<file path="config.mk">
export PLATFORM = sky130hd
export DESIGN_NAME = auth_cert_chain_sequencer
export DESIGN_NICKNAME = d
export VERILOG_FILES = /design/src/rtl/auth_pkg.sv /design/src/rtl/auth_timeout_timer.sv /design/src/rtl/auth_cert_chain_sequencer.sv
export SDC_FILE = /design/constraint.sdc
export NUM_CORES = 1
export LEC_CHECK = 0
export BUFFER_PORTS_ARGS = -buffer_cell sky130_fd_sc_hd__clkbuf_2
export CORE_AREA = 4 4 104 106
export DETAILED_ROUTE_END_ITERATION = 10
export DIE_AREA = 0 0 108 110
export GPL_ROUTABILITY_DRIVEN = 0
export HOLD_SLACK_MARGIN = 0.05
export PLACE_DENSITY = 0.73
export SYNTH_ARGS = -nofsm -noshare
export SYNTH_HDL_FRONTEND = slang
export SYNTH_SLANG_ARGS = --single-unit
</file>
<file path="constraint.sdc">
create_clock -name clk -period 8.75 [get_ports clk]
set_clock_uncertainty 0.2 [all_clocks]
set_input_delay 1.3125 -clock clk [delete_from_list [all_inputs] [get_ports clk]]
set_output_delay 1.3125 -clock clk [all_outputs]
set_load 0.01 [all_outputs]
</file>
<file path="src/rtl/auth_pkg.sv">
// Shared definitions for the certificate-chain retrieval path: controller state
// encodings, error codes and the standard certificate size limits.
package auth_pkg;

    typedef enum logic [4:0] {
        ST_IDLE     = 5'b00001,
        ST_REQUEST  = 5'b00010,
        ST_WAIT_RSP = 5'b00100,
        ST_DONE     = 5'b01000,
        ST_ERROR    = 5'b10000
    } auth_state_t;

    localparam logic [1:0] AUTH_ERR_RSP     = 2'd0;
    localparam logic [1:0] AUTH_ERR_TIMEOUT = 2'd1;
    localparam logic [1:0] AUTH_ERR_PROTO   = 2'd2;
    localparam logic [1:0] AUTH_ERR_SIZE    = 2'd3;

    localparam int MaxLeafCertSize         = 640;
    localparam int MaxIntermediateCertSize = 512;
    localparam int MaxACDSize              = 128;
    localparam int MaxCertChainSize        = 4096;

    function automatic logic [15:0] min_len(input logic [15:0] a, input logic [15:0] b);
        return (a < b) ? a : b;
    endfunction

endpackage

</file>
<file path="src/rtl/auth_timeout_timer.sv">
// Per-request response timer: counts while enabled and flags the last cycle of
// the window so the sequencer can retry or give up.
module auth_timeout_timer #(
    parameter int TIMEOUT_CYCLES = 1000
) (
    input  logic clk,
    input  logic reset,
    input  logic clear,
    input  logic enable,
    output logic expired
);

    localparam int W = (TIMEOUT_CYCLES > 1) ? $clog2(TIMEOUT_CYCLES) : 1;
    localparam logic [W-1:0] LAST = W'(TIMEOUT_CYCLES - 1);

    logic [W-1:0] count;

    assign expired = enable && (count == LAST);

    always_ff @(posedge clk or posedge reset) begin
        if (reset) begin
            count <= '0;
        end else if (clear) begin
            count <= '0;
        end else if (enable) begin
            count <= expired ? '0 : count + 1'b1;
        end
    end

endmodule

</file>
<file path="src/rtl/auth_cert_chain_sequencer.sv">
// Sequences chunked GET_CERTIFICATE reads of one certificate chain, tracking
// offset/remainder from each response with per-request timeout and retries.
module auth_cert_chain_sequencer
    import auth_pkg::*;
#(
    parameter int CHUNK_SIZE     = 256,
    parameter int MAX_CHAIN_SIZE = 4096,
    parameter int TIMEOUT_CYCLES = 1000,
    parameter int MAX_RETRIES    = 3
) (
    input  logic        clk,
    input  logic        reset,
    input  logic        start,
    input  logic [2:0]  slot,
    input  logic        abort,
    output logic        req_valid,
    input  logic        req_ready,
    output logic [2:0]  req_slot,
    output logic [15:0] req_offset,
    output logic [15:0] req_length,
    input  logic        rsp_valid,
    input  logic [15:0] rsp_portion,
    input  logic [15:0] rsp_remainder,
    input  logic        rsp_error,
    output logic        busy,
    output logic        done,
    output logic        error,
    output logic [1:0]  err_code,
    output logic [15:0] bytes_read
);

    if (MAX_CHAIN_SIZE < 1 || MAX_CHAIN_SIZE > 65535) begin : g_bad_max_chain
        $error("MAX_CHAIN_SIZE must be in 1..65535");
    end
    if (CHUNK_SIZE < 1 || CHUNK_SIZE > MAX_CHAIN_SIZE) begin : g_bad_chunk
        $error("CHUNK_SIZE must be in 1..MAX_CHAIN_SIZE");
    end

    localparam int RW = (MAX_RETRIES > 0) ? $clog2(MAX_RETRIES + 1) : 1;
    localparam logic [15:0] CHUNK_LEN = 16'(CHUNK_SIZE);
    localparam logic [15:0] FIRST_LEN = min_len(CHUNK_LEN, 16'(MAX_CHAIN_SIZE));
    localparam logic [17:0] MAX_TOTAL = 18'(MAX_CHAIN_SIZE);
    localparam logic [RW-1:0] RETRY_LIMIT = RW'(MAX_RETRIES);

    auth_state_t   state_reg;
    logic [2:0]    slot_reg;
    logic [15:0]   offset_reg;
    logic [15:0]   length_reg;
    logic [RW-1:0] retry_reg;

    logic        expired;
    logic [17:0] claimed_total;
    logic        proto_bad;
    logic        size_bad;
    logic [15:0] new_offset;
    logic [15:0] next_len;

    auth_timeout_timer #(
        .TIMEOUT_CYCLES(TIMEOUT_CYCLES)
    ) u_timer (
        .clk    (clk),
        .reset  (reset),
        .clear  (state_reg != ST_WAIT_RSP),
        .enable (state_reg == ST_WAIT_RSP),
        .expired(expired)
    );

    // Widened so a hostile portion+remainder cannot wrap past the size check.
    assign claimed_total = {2'b00, offset_reg} + {2'b00, rsp_portion} + {2'b00, rsp_remainder};
    assign size_bad      = claimed_total > MAX_TOTAL;
    assign proto_bad     = (rsp_portion > length_reg) ||
                           ((rsp_portion == 16'd0) && (rsp_remainder != 16'd0));
    assign new_offset    = offset_reg + rsp_portion;
    assign next_len      = min_len(CHUNK_LEN, rsp_remainder);

    assign req_slot   = slot_reg;
    assign req_offset = offset_reg;
    assign req_length = length_reg;

    always_ff @(posedge clk or posedge reset) begin
        if (reset) begin
            state_reg  <= ST_IDLE;
            slot_reg   <= '0;
            offset_reg <= '0;
            length_reg <= '0;
            retry_reg  <= '0;
            req_valid  <= 1'b0;
            busy       <= 1'b0;
            done       <= 1'b0;
            error      <= 1'b0;
            err_code   <= '0;
            bytes_read <= '0;
        end else begin
            done  <= 1'b0;
            error <= 1'b0;
            if (abort) begin
                state_reg <= ST_IDLE;
                req_valid <= 1'b0;
                busy      <= 1'b0;
            end else begin
                case (state_reg)
                    ST_IDLE: begin
                        if (start) begin
                            slot_reg   <= slot;
                            offset_reg <= '0;
                            length_reg <= FIRST_LEN;
                            retry_reg  <= '0;
                            err_code   <= '0;
                            bytes_read <= '0;
                            state_reg  <= ST_REQUEST;
                            req_valid  <= 1'b1;
                            busy       <= 1'b1;
                        end
                    end
                    ST_REQUEST: begin
                        if (req_ready) begin
                            state_reg <= ST_WAIT_RSP;
                            req_valid <= 1'b0;
                        end
                    end
                    ST_WAIT_RSP: begin
                        if (rsp_valid) begin
                            if (rsp_error || proto_bad || size_bad) begin
                                state_reg <= ST_ERROR;
                                error     <= 1'b1;
                                err_code  <= rsp_error ? AUTH_ERR_RSP :
                                             proto_bad ? AUTH_ERR_PROTO : AUTH_ERR_SIZE;
                            end else begin
                                offset_reg <= new_offset;
                                bytes_read <= new_offset;
                                retry_reg  <= '0;
                                if (rsp_remainder == 16'd0) begin
                                    state_reg <= ST_DONE;
                                    done      <= 1'b1;
                                end else begin
                                    length_reg <= next_len;
                                    state_reg  <= ST_REQUEST;
                                    req_valid  <= 1'b1;
                                end
                            end
                        end else if (expired) begin
                            if (retry_reg < RETRY_LIMIT) begin
                                retry_reg <= retry_reg + 1'b1;
                                state_reg <= ST_REQUEST;
                                req_valid <= 1'b1;
                            end else begin
                                state_reg <= ST_ERROR;
                                error     <= 1'b1;
                                err_code  <= AUTH_ERR_TIMEOUT;
                            end
                        end
                    end
                    ST_DONE, ST_ERROR: begin
                        state_reg <= ST_IDLE;
                        busy      <= 1'b0;
                    end
                    default: begin
                        state_reg <= ST_IDLE;
                        req_valid <= 1'b0;
                        busy      <= 1'b0;
                    end
                endcase
            end
        end
    end

endmodule
</file>
## Word-level counts from Yosys, hierarchy flattened

Index checks and enable logic that the tools add are counted.

| word-level totals | value |
|---|---|
| register bits | 58 |
| bits in latches | 0 |
| memory bits (writable) | 0 |
| memory bits (read-only) | 0 |
| output and inout port bits | 57 |
| memories | 0 |

| operators by class | value |
|---|---|
| add/subtract/negate cells | 5 |
| $mul | 0 |
| divide/modulo/power cells | 0 |
| order comparisons | 4 |
| eq/ne operators | 24 |
| shift operators | 0 |
| muxes and demuxes | 57 |
| bitwise operators | 1 |
| reduce and logical (&&, ||, !) cells | 20 |

Operator list:

| operator | number |
|---|---|
| two-way mux 16 bit | 8 |
| case mux 16 bit (2 select lines) | 2 |
| two-way mux 5 bit | 7 |
| zero test 16 bit | 2 |
| two-way mux 10 bit | 3 |
| two-way mux 1 bit | 21 |
| != test 3 bit (second input constant) | 7 |
| two-way mux 2 bit | 10 |
| adder 17 x 16 -> 18 bit | 1 |
| > comparator 18 x 13 -> 1 bit (second input constant) | 1 |
| AND reduction 6 bit | 3 |
| adder 16 x 16 -> 17 bit | 1 |
| adder 16 bit | 1 |
| > comparator 16 bit | 1 |
| < comparator 9 x 16 -> 1 bit (first input constant) | 1 |
| != test 4 bit (second input constant) | 4 |
| nonzero test 16 bit | 1 |
| case mux 5 bit (3 select lines) | 1 |
| adder 10 x 1 -> 10 bit (second input constant) | 1 |
| == test 10 bit (second input constant) | 1 |
| != test 2 bit (second input constant) | 5 |
| case mux 2 bit (2 select lines) | 2 |
| AND reduction 7 bit | 1 |
| AND reduction 3 bit | 2 |
| other kinds (19) | 24 |

## Depth between registers and ports, before layout

Gate-level depths: netlist of run 1.

| logic depth | value |
|---|---|
| word-level depth | 9 |
| gate-level depth with buffers | 15 |
| depth with buffers taken out | 14 |

## Modules after synthesis

Synthesis of run 1 repeated with hierarchy kept, for this count alone.

| unflattened totals | value |
|---|---|
| cells, all modules | 539 |
| area total of the unflattened synthesis | 4901.0 µm² |

By module, submodules not included:

| module | times used | cells each | area an instance (µm²) | sequential area each (µm²) |
|---|---|---|---|---|
| auth_cert_chain_sequencer | 1 | 483 | 4352.9 | 1202.4 |
| auth_timeout_timer | 1 | 56 | 548.0 | 250.2 |

## Worst setup path after synthesis of run 1

Ideal clock, no wire load.

| timing | value |
|---|---|
| path type | input to register |
| start point | input port rsp_portion[1] |
| end point | register length_reg[0], in the netlist req_length[0] |
| setup time | 121 ps |
| arrival | 4815 ps |
| setup slack | 3614 ps |
| stages on the path | 13 |
| path buffers | 1 |
| path through | fa_1 ha_1 fa_1 a211o_1 a2111oi_2 a211oi_1 nor4_1 nand4_1 a2111oi_4 nand4_2 o2bb2ai_2 buf_6 a22o_1 |

| on the way | value |
|---|---|
| longest elaborated chain between the ends | 7 |
| elaborated cells between the ends (all ways) | 11 |
| those cells by class | add/sub: 2; order compare: 2; eq/ne: 1; reduce/logical: 6 |

RTL lines:

| what | RTL line | text |
|---|---|---|
| from (decl) | auth_cert_chain_sequencer.sv:22 | `input logic [15:0] rsp_portion,` |
| parallel branches: the longest is 4 deep, another holds adder 17 x 16 -> 18 bit | n/a |  |
| logical OR 1 bit (*) | auth_cert_chain_sequencer.sv:123 | `if (rsp_error \|\| proto_bad \|\| size_bad) begin` |
| != test 2 bit (no line) (*) | n/a |  |
| AND reduction 6 bit (no line) (*) | n/a |  |
| to (signal assigned) | auth_cert_chain_sequencer.sv:136 | `length_reg <= next_len;` |
| to (decl) | auth_cert_chain_sequencer.sv:48 | `logic [15:0] length_reg;` |

Every way passes the cells marked *.
A chain may end at the register's enable or synchronous reset.

## Worst setup path after layout of run 1

| timing | value |
|---|---|
| start point | input port rsp_portion[1] |
| end point | register length_reg[4], in the netlist req_length[4] |

Same word-level chain as after synthesis.

==> run_results.csv, run 1 <==
group,metric,value,unit
global_routing,grt_pass1_wl,21390,um
place,port_buffers,98,
timing,fin_crit,5.697,ns
critical_path,required,8.82,ns
clock_network,cts_resized,0,
detailed_routing,wl_per_cell,17.87,um
detailed_routing,dr.pass1.iters,7,
critical_path,critPathLaunch,"rsp_portion[1]",
detailed_routing,postRouteAntennaNets,0,
pwr,powerDensity,155.6,nW/um^2
critical_path,reg2regPathDepth,12,
timing,max_freq,175.5,MHz
critical_path,cpLargestDelayFamily,"simple AND/OR/NAND/NOR gates",
global_routing,grt_use_total,0.2327,
layout,fin_nets,716,
place,dp_slack,2.718,ns
critical_path,cp_num_cells,13,
floorplanning,die_area,11880,sq um
logic_synthesis,synthesis.nets,634,
critical_path,cp_slowest_cell,"nand4_2",
floorplanning,die_w,108,um
logic_synthesis,yosys-top-cells-area,"dfrtp_1 (29%), ha_1 (13%), fa_1 (7.4%)",
detailed_routing,drc,0,
logic_synthesis,synth-edff-count,0,
critical_path,cp_common_cell,"fa_1",
layout,syn2layout_area_growth,14.73,%
logic_synthesis,netlist_instances,525,
clock_network,post_cts_buffers,0,
logic_synthesis,synth_flop_cell,"dfrtp_1",
floorplanning,pin_count,99,
detailed_routing,wl,13310,um
logic_synthesis,synth_top_cell_by_area,"dfrtp_1",
timing,worst_pin_slew,0.8013,ns
timing,setup_tns,0,ns
layout,drive_gt1_frac,0.2157,
critical_path,start_kind,"input port",
timing,hold_viol_final,0,
floorplanning,fp.coreArea,9774,sq um
timing,slew_viol_final,0,
detailed_routing,num_vias,4344,
clock_network,cts_tree,"built",
clock_network,clk_pin_slew,0.07,ns
clock_network,clkSinkCount,58,
logic_synthesis,syn_area_per_cell,9.271,sq um
logic_synthesis,yosysSeqAreaShare,0.2985,
critical_path,cp-end-kind,"flip-flop",
timing,rsz0062_at_grt,"no",
pwr,max-vdd-ir-drop,0.1037,mV
floorplanning,num_rows,36,
min_path,min_path_cells,1,
critical_path,cp_num_buf_inv,1,
floorplanning,initial_core_util,0.4980,
detailed_routing,vias_per_cell,5.831,
detailed_routing,drt-initial-drc-count,217,
critical_path,r2r-start,"req_offset[1]$_DFFE_PP0P_",
critical_path,crit_type,"in -> reg",
clock_network,clk_path_buf_depth,2,
logic_synthesis,ys_ff_latch,58,
layout,fillers,882,
critical_path,crit_arrival,5.77,ns
timing,relSlewSlack,0.4645,
timing,setup_violations,0,
clock_network,cts_hold_buffers,0,
timing,fin_crit_sh,0.6511,
floorplanning,die_y,110,um
place,hpwl,10560,um
critical_path,max_stage_delay,0.60,ns
run,maxCapViolations,0,
global_routing,antenna_found_initial,0,
layout,antenna_cells,0,
global_routing,grt_start_max_net_pins,59,
critical_path,crit_fanout,23,
logic_synthesis,synthArstFlopShare,1.000,
clock_network,cts_root_buffer,"clkbuf_8",
logic_synthesis,netlist.area_leader.share,0.2931,
min_path,hold_start,"u_timer.count[0]$_DFF_PP0_",
min_path,hold_path.class,"reg -> reg",
logic_synthesis,yosys_warnings,0,
logic_synthesis,mappedNetlistArea,4867,sq um
clock_network,cts_made_buffers,9,
timing,finalWorstSetupSlack,3.053,ns
clock_network,clk_latency,0.35,ns
pwr,p_leak,2.686,nW
status,status,"completed",
logic_synthesis,yosysUniqueCellTypes,67,
global_routing,grt_pass1_vias,4220,
global_routing,grt_overflow,0,
critical_path,crit_chain,"clkbuf_2 > fa_1 > ha_1 > fa_1 > a211o_1 > a2111oi_2 > a211oi_1 > nor4_1 > nand4_1 > a2111oi_4 > nand4_2 > nor3_4 > a22o_1",
clock_network,htreeDepth,3,
==> final timing paths <==
check,end,slack [ns]
hold / removal,u_timer.count[0]$_DFF_PP0_,0.26
hold reg to reg,u_timer.count[0]$_DFF_PP0_,0.26
max in group asynchronous,req_length[3]$_DFFE_PP0P_,6.88
setup / recovery,req_length[4]$_DFFE_PP0P_,3.05
setup reg to reg,req_length[4]$_DFFE_PP0P_,3.71
min in group asynchronous,req_slot[2]$_DFFE_PP0P_,0.95
==> final cells by class <==
type	count	area [sq um]	area share
Clock buffer	12	155.1	0.02778
Inverter	34	127.6	0.02285
Timing Repair Buffer	99	498.0	0.08918
Tap cell	133	166.4	0.02980
Clock inverter	4	73.82	0.01322
Multi-Input combinational cell	405	3110	0.5570
Sequential cell	58	1453	0.2601
==> per-stage QoR <==
stage,instance area (sq um),std cells,util,total power [mW],hold WS (ns)
3_5_place_dp,5355,729,0.5479,0.5798,0.2569
5_1_grt,5584,745,0.5713,0.9207,0.2913
6_report,5584,745,0.5713,0.8687,0.2619
2_1_floorplan,4867,525,-,0.5066,0.2329
4_1_cts,5584,745,0.5713,0.8710,0.2665
3_3_place_gp,5355,729,0.5479,0.5722,0.2480
==> power by group <==
| group | internal, mW | total (mW) | switching, mW | leakage (nW) |
|---|---|---|---|---|
| Clock | 0.176 | 0.290 | 0.114 | 0.117 |
| Combinational | 0.104 | 0.274 | 0.170 | 1.78 |
| Sequential | 0.290 | 0.305 | 0.0146 | 0.792 |
==> metal layers <==
layer  vias up  GRT usage  routed length (um)
li1       2080          -                   -
met1      2078     0.3254                6018
met2       151     0.3583                6145
met3        35    0.03669                 716
met4         0     0.1046                 432
met5         -          0                   0
==> logic make-up (layout without fill, tap and decap cells) <==
group / after synthesis / in the layout / synth area share
xor+xnor: 26 / 26 / 0.04679
fa+ha+maj: 67 / 67 / 0.2000
flops: 58 / 58 / 0.2985
buf+inv: 62 / 149 / 0.06247
compound gates: 128 / 128 / 0.1843
mux: 9 / 9 / 0.01928
simple gates: 175 / 175 / 0.1887
==> cells in the final DEF, fill, tap and decap left out, types with 3 or more instances in the layout <==
cell type   n
a22o_1     10
o21bai_1    4
nand3b_1    5
mux2i_1     6
inv_1      33
nor2b_1     7
fa_1       18
and3_1      4
ha_1       49
nor2_1     44
dfrtp_1    57
a21o_1      5
mux2_2      3
a31oi_1     5
nor3_1     15
a21oi_1    27
clkbuf_8   11
nor4_1     13
o211ai_1    5
nand4_1     7
o2111ai_1   3
o21a_1      5
and2_1     10
a211oi_1    5
nand2_1    26
a2111oi_0   3
xor2_1     15
nand3_1    26
clkbuf_2   98
o21ai_0    29
or3_1       4
xnor2_1    11
==> synthesized netlist by cell type, types with 5 or more instances <==
library cell	n
ha_1	49
dfrtp_1	57
nor4_1	13
a22o_1	10
o211ai_1	5
nor2b_1	7
a21o_1	5
nor3_1	15
inv_1	34
o21a_1	5
clkbuf_1	6
fa_1	18
nand3_1	26
xor2_1	15
xnor2_1	11
buf_4	16
and2_1	10
nand2_1	26
nand3b_1	5
nor2_1	44
nand4_1	7
a21oi_1	27
a31oi_1	5
a211oi_1	5
o21ai_0	29
mux2i_1	6
(Power assumes the default switching activity.)
==> inputs of run 2 (changes only) <==
Settings changed: ABC_AREA from default to 1, CORE_AREA 4 4 104 106 to 4 4 110 112, DIE_AREA 0 0 108 110 to 0 0 114 116, PLACE_DENSITY 0.73 to 0.74.
Clock period 8.75 ns to 4.7 ns, I/O delays scaled along.
==> run_results.csv, run 2 <==
group,metric,value,unit
status,status,"completed",
run,maxCapViolations,0,
logic_synthesis,synthesis.nets,877,
logic_synthesis,yosysUniqueCellTypes,42,
logic_synthesis,mappedNetlistArea,5460,sq um
detailed_routing,drc,0,
detailed_routing,postRouteAntennaNets,0,
clock_network,clk_path_buf_depth,2,
clock_network,cts_root_buffer,"clkbuf_16",
logic_synthesis,synth_flop_cell,"dfrtp_1",
clock_network,cts_made_buffers,9,
layout,drive_gt1_frac,0.1865,
clock_network,cts_hold_buffers,0,
clock_network,clk_pin_slew,0.05,ns
logic_synthesis,yosys-top-cells-area,"dfrtp_1 (26%), nand2_1 (15%), ha_1 (11%)",
global_routing,grt_overflow,0,
clock_network,post_cts_buffers,0,
timing,max_freq,266.7,MHz
critical_path,crit_chain,"clkbuf_2 > fa_1 > ha_1 > fa_1 > nand2_1 > nand2_2 > nand3_1 > nand2_1 > nand2_1 > nand2_1 > nand2_1 > nand2_1 > nor2_2 > nand3_1 > nor2_2 > nand3_2 > nand2_2 > nand2_4 > nand2_1 > o21ai_2",
min_path,hold_path.class,"in -> async",
layout,antenna_cells,0,
timing,setup_violations,0,
clock_network,clk_latency,0.33,ns
pwr,max-vdd-ir-drop,0.2256,mV
logic_synthesis,netlist.area_leader.share,0.2612,
floorplanning,die_area,13220,sq um
floorplanning,num_rows,39,
layout,layout_commonest_cell,"nand2_1",
critical_path,cp_slowest_cell,"fa_1",
clock_network,cts_resized,0,
global_routing,grt_start_max_net_pins,35,
logic_synthesis,yosys_warnings,0,
floorplanning,fp.coreArea,11220,sq um
detailed_routing,wl,14460,um
timing,slew_viol_final,0,
critical_path,max_stage_delay,0.49,ns
timing,rsz0062_at_grt,"no",
critical_path,crit_type,"in -> reg",
critical_path,cp_common_cell,"nand2_1",
pwr,powerDensity,268.2,nW/um^2
logic_synthesis,synth_top_cell_by_area,"dfrtp_1",
detailed_routing,wl_per_cell,14.44,um
detailed_routing,drt-initial-drc-count,395,
floorplanning,die_w,114,um
floorplanning,pin_count,99,
clock_network,cts_tree,"built",
pwr,p_leak,3.473,nW
detailed_routing,num_vias,5222,
clock_network,htreeDepth,3,
critical_path,required,4.71,ns
logic_synthesis,synth_common_cells,"nand2_1 (214), inv_1 (110), nor2_1 (80)",
logic_synthesis,synthArstFlopShare,1.000,
place,placed_area,5962,sq um
floorplanning,die_y,116,um
logic_synthesis,synth-edff-count,0,
logic_synthesis,netlist_instances,768,
global_routing,grt_use_total,0.2297,
global_routing,antenna_found_initial,0,
critical_path,crit_arrival,3.76,ns
timing,whs,0.2186,ns
layout,syn2layout_area_growth,14.32,%
critical_path,crit_fanout,23,
timing,relSlewSlack,0.5408,
global_routing,grt_pass1_vias,5092,
logic_synthesis,syn_area_per_cell,7.110,sq um
place,hpwl,11600,um
timing,fin_crit_sh,0.7977,
global_routing,grt_pass1_wl,24340,um
timing,fin_crit,3.749,ns
logic_synthesis,yosysSeqAreaShare,0.2660,
detailed_routing,dr.pass1.iters,5,
place,port_buffers,98,
logic_synthesis,synthMostInstantiatedCell,"nand2_1",
timing,setup_tns,0,ns
layout,final_cell_area,6242,sq um
layout,final_cell_mix,"nand2_1 (214), inv_1 (109), clkbuf_2 (98), nor2_1 (80), dfrtp_1 (57)",
detailed_routing,vias_per_cell,5.217,
timing,worst_pin_slew,0.6881,ns
clock_network,clkSinkCount,58,
critical_path,cp-end-kind,"flip-flop",
logic_synthesis,ys_ff_latch,58,
floorplanning,initial_core_util,0.4865,
critical_path,start_kind,"input port",
layout,post-route-util,0.5562,
timing,hold_viol_final,0,
layout,fin_nets,962,
## run 2: cell types whose count changed after synthesis, moves of 7 or more
cell | previous run | this run
a21oi_1 | 27 | 41
a22o_1 | 10 | 0
and2_1 | 10 | 1
inv_1 | 34 | 110
nand2_1 | 26 | 214
nand2_2 | 0 | 12
nand3_1 | 26 | 39
nand4_1 | 7 | 29
nor2_1 | 44 | 80
nor2b_1 | 7 | 0
nor4_1 | 13 | 3
o21ai_0 | 29 | 14
o21ai_2 | 0 | 7
## run 2: logic make-up (layout without fill, tap and decap cells)
kind of cell,Yosys count,in the layout,synth area share
flip-flops,58,58,0.2660
buffers and inverters,139,229,0.1118
adder cells (fa/ha/maj),67,67,0.1783
AO/OA/AOI/OAI,74,74,0.07814
AND/OR/NAND/NOR,411,411,0.3339
XOR/XNOR,16,16,0.02567
multiplexers,3,3,0.006187
## run 2: final cells by class
cell class / instances / area, sq um
fill: 1087 / 4981
multi-input combinational: 571 / 3397
sequential: 58 / 1453
timing repair buffer: 101 / 513.0
inverter: 112 / 420.4
clock buffer: 10 / 239.0
tap: 143 / 178.9
clock inverter: 6 / 41.29
## run 2: report_power, final
group	internal (mW)	total, mW	switching [mW]
clock network	0.370	0.611	0.241
registers	0.532	0.553	0.0213
logic	0.176	0.510	0.334
total	1.08	1.67	0.596
## run 2: per-stage QoR
| stage | instances | setup slack (ns) | power [mW] |
|---|---|---|---|
| 4_1_cts | 1001 | 0.9578 | 1.682 |
| 2_1_floorplan | 768 | 1.213 | 0.9283 |
| 3_5_place_dp | 985 | 0.6316 | 1.068 |
| 3_3_place_gp | 985 | 0.7426 | 1.061 |
| 5_1_grt | 1001 | 0.6750 | 1.778 |
| 6_report | 1001 | 0.9508 | 1.674 |
## run 2: worst paths after layout
path	endpoint	slack, ns	startpoint	cells after the start
setup / recovery	req_offset[11]$_DFFE_PP0P_	0.95	rsp_portion[1]	20
hold reg to reg	u_timer.count[9]$_DFF_PP0_	0.27	u_timer.count[9]$_DFF_PP0_	1
hold / removal	req_length[9]$_DFFE_PP0P_	0.22	reset	2
min in group clk	u_timer.count[9]$_DFF_PP0_	0.27	u_timer.count[9]$_DFF_PP0_	1
max in group asynchronous	state_reg[0]$_DFFE_PP1P_	3.21	reset	3
setup reg to reg	req_offset[11]$_DFFE_PP0P_	1.03	req_offset[1]$_DFFE_PP0P_	19
## run 2: metal layers
layer,global-route usage,vias up,part of all wire
met2,0.3833,171,0.46
met1,0.2991,2396,0.44
met4,0.1013,0,0.035
met3,0.03081,34,0.061
li1,-,2621,-
met5,0,-,0
## run 2: worst max-delay path: cells and delay by family
family | cells | cell delay, ns
buf+inv | 1 | 0.13
fa+ha+maj | 3 | 1.18
simple gates | 15 | 1.67
compound gates | 1 | 0.06
==> inputs of run 3 (changes only) <==
Settings changed: PLACE_DENSITY 0.74 to 0.72.
Clock period 4.7 ns to 3.8 ns, I/O delays scaled along.
==> run_results.csv, run 3 (same netlist as run 2, synthesis figures left out) <==
group,metric,value,unit
clock_network,cts_resized,0,
place,hpwl,11780,um
clock_network,clkSinkCount,58,
timing,rsz0062_at_grt,"no",
clock_network,cts_root_buffer,"clkbuf_16",
place,dp_slack,0.1039,ns
timing,relSlewSlack,0.5021,
timing,setup_tns,0,ns
floorplanning,die_y,116,um
layout,antenna_cells,0,
pwr,max-vdd-ir-drop,0.3556,mV
global_routing,antenna_found_initial,0,
layout,final_cell_mix,"nand2_1 (214), inv_1 (109), clkbuf_2 (98), nor2_1 (80), dfrtp_1 (57)",
floorplanning,die_area,13220,sq um
pwr,clkPwrFrac,0.398,
clock_network,cts_tree,"built",
timing,hold_viol_final,0,
detailed_routing,dr.pass1.iters,5,
floorplanning,die_w,114,um
detailed_routing,vias_per_cell,5.182,
layout,layout_commonest_cell,"nand2_1",
global_routing,grt_overflow,0,
timing,max_freq,297.9,MHz
detailed_routing,drc,0,
clock_network,htreeDepth,3,
floorplanning,fp.coreArea,11220,sq um
pwr,powerDensity,345.2,nW/um^2
critical_path,required,3.81,ns
status,status,"completed",
layout,drive_gt1_frac,0.1966,
detailed_routing,wl,14780,um
global_routing,grt_use_total,0.2331,
clock_network,clk_pin_slew,0.06,ns
clock_network,post_cts_buffers,0,
global_routing,grt_pass1_vias,5088,
floorplanning,pin_count,99,
critical_path,crit_type,"reg -> reg",
critical_path,cp-end-kind,"flip-flop",
timing,setup_violations,0,
layout,post-route-util,0.5678,
layout,fin_nets,974,
timing,worst_pin_slew,0.7460,ns
floorplanning,initial_core_util,0.4865,
clock_network,cts_made_buffers,9,
pwr,p_int,1.473,mW
min_path,hold_path.class,"in -> async",
detailed_routing,num_vias,5249,
pwr,p_leak,3.556,nW
clock_network,clk_path_buf_depth,2,
global_routing,grt_start_max_net_pins,35,
critical_path,start_kind,"flip-flop",
pwr,seqPwrFrac,0.312,
timing,slew_viol_final,0,
timing,finalWorstSetupSlack,0.4434,ns
critical_path,crit_fanout,16,
global_routing,grt_pass1_wl,24440,um
clock_network,cts_hold_buffers,0,
critical_path,crit_arrival,3.37,ns
place,port_buffers,98,
run,maxCapViolations,0,
detailed_routing,drt-initial-drc-count,337,
pwr,switching_share,0.3303,
detailed_routing,postRouteAntennaNets,0,
layout,syn2layout_area_growth,16.70,%
pwr,power,2.199,mW
detailed_routing,wl_per_cell,14.59,um
timing,fin_crit,3.357,ns
floorplanning,num_rows,39,
pwr,p_comb_frac,0.290,
pwr,power_switching,726.6,uW
clock_network,clk_latency,0.34,ns
timing,fin_crit_sh,0.8833,
## run 3: cell types whose count changed in the layout (fill, tap and decap cells not counted)
cell	delta
clkinvlp_4	-2
bufinv_16	+2
buf_4	+12
inv_6	-1
clkbuf_1	+1
## run 3: critical path, stage by stage (launching register included)
cell     delay, ns
dfrtp_1       0.49
fa_1          0.46
ha_1          0.39
nand2_2       0.10
nor2_1        0.24
nand3_1       0.19
nand4_1       0.14
nand2_1       0.06
nor2_1        0.08
nand3_1       0.09
nand2_2       0.12
nand3_2       0.14
nand2_2       0.10
nand4_4       0.23
nand2_1       0.14
nand2_1       0.06
## run 3: path summary, 6_finish.rpt
path | cells past startpoint | from | slack (ns) | end
worst min register to register | 1 | u_timer.count[0]$_DFF_PP0_ | 0.26 | u_timer.count[0]$_DFF_PP0_
max in group asynchronous | 3 | reset | 2.44 | error$_DFF_PP0_
worst max-delay path | 15 | req_offset[6]$_DFFE_PP0P_ | 0.44 | req_length[7]$_DFFE_PP0P_
min in group clk | 2 | start | 0.25 | state_reg[0]$_DFFE_PP1P_
worst max register to register | 15 | req_offset[6]$_DFFE_PP0P_ | 0.44 | req_length[7]$_DFFE_PP0P_
worst min-delay path | 2 | reset | 0.14 | req_offset[1]$_DFFE_PP0P_
## run 3: stage by stage
stage / hold WS, ns / cell area [sq um] / cells
after global routing: 0.2128 / 6372 / 1013
after detailed placement: 0.2622 / 6052 / 997
after floorplan: 0.2329 / 5460 / 768
after CTS: 0.1700 / 6372 / 1013
after global placement: 0.2537 / 6052 / 997
final: 0.1432 / 6372 / 1013
## run 3: cell type report
class                      instances  area, sq um
multi-input combinational        571         3397
clock inverter                     5        77.57
fill                            1134         4851
sequential                        58         1453
inverter                         112        420.4
tap                              143        178.9
clock buffer                      11        242.7
timing repair buffer             113        603.1
## run 3: layer usage
| layer | routed length, um | global-route usage |
|---|---|---|
| met3 | 919 | 0.04804 |
| met2 | 7117 | 0.3899 |
| met4 | 408 | 0.08234 |
| met1 | 6338 | 0.3008 |
| met5 | 0 | 0 |
## run 3: power groups by stage
stage	clock network (mW)	registers, mW	logic, mW
final	0.874	0.686	0.639
after global routing	0.924	0.691	0.729
after CTS	0.888	0.686	0.640
after detailed placement	0	0.695	0.636
after global placement	0	0.695	0.629
after floorplan	0	0.704	0.444
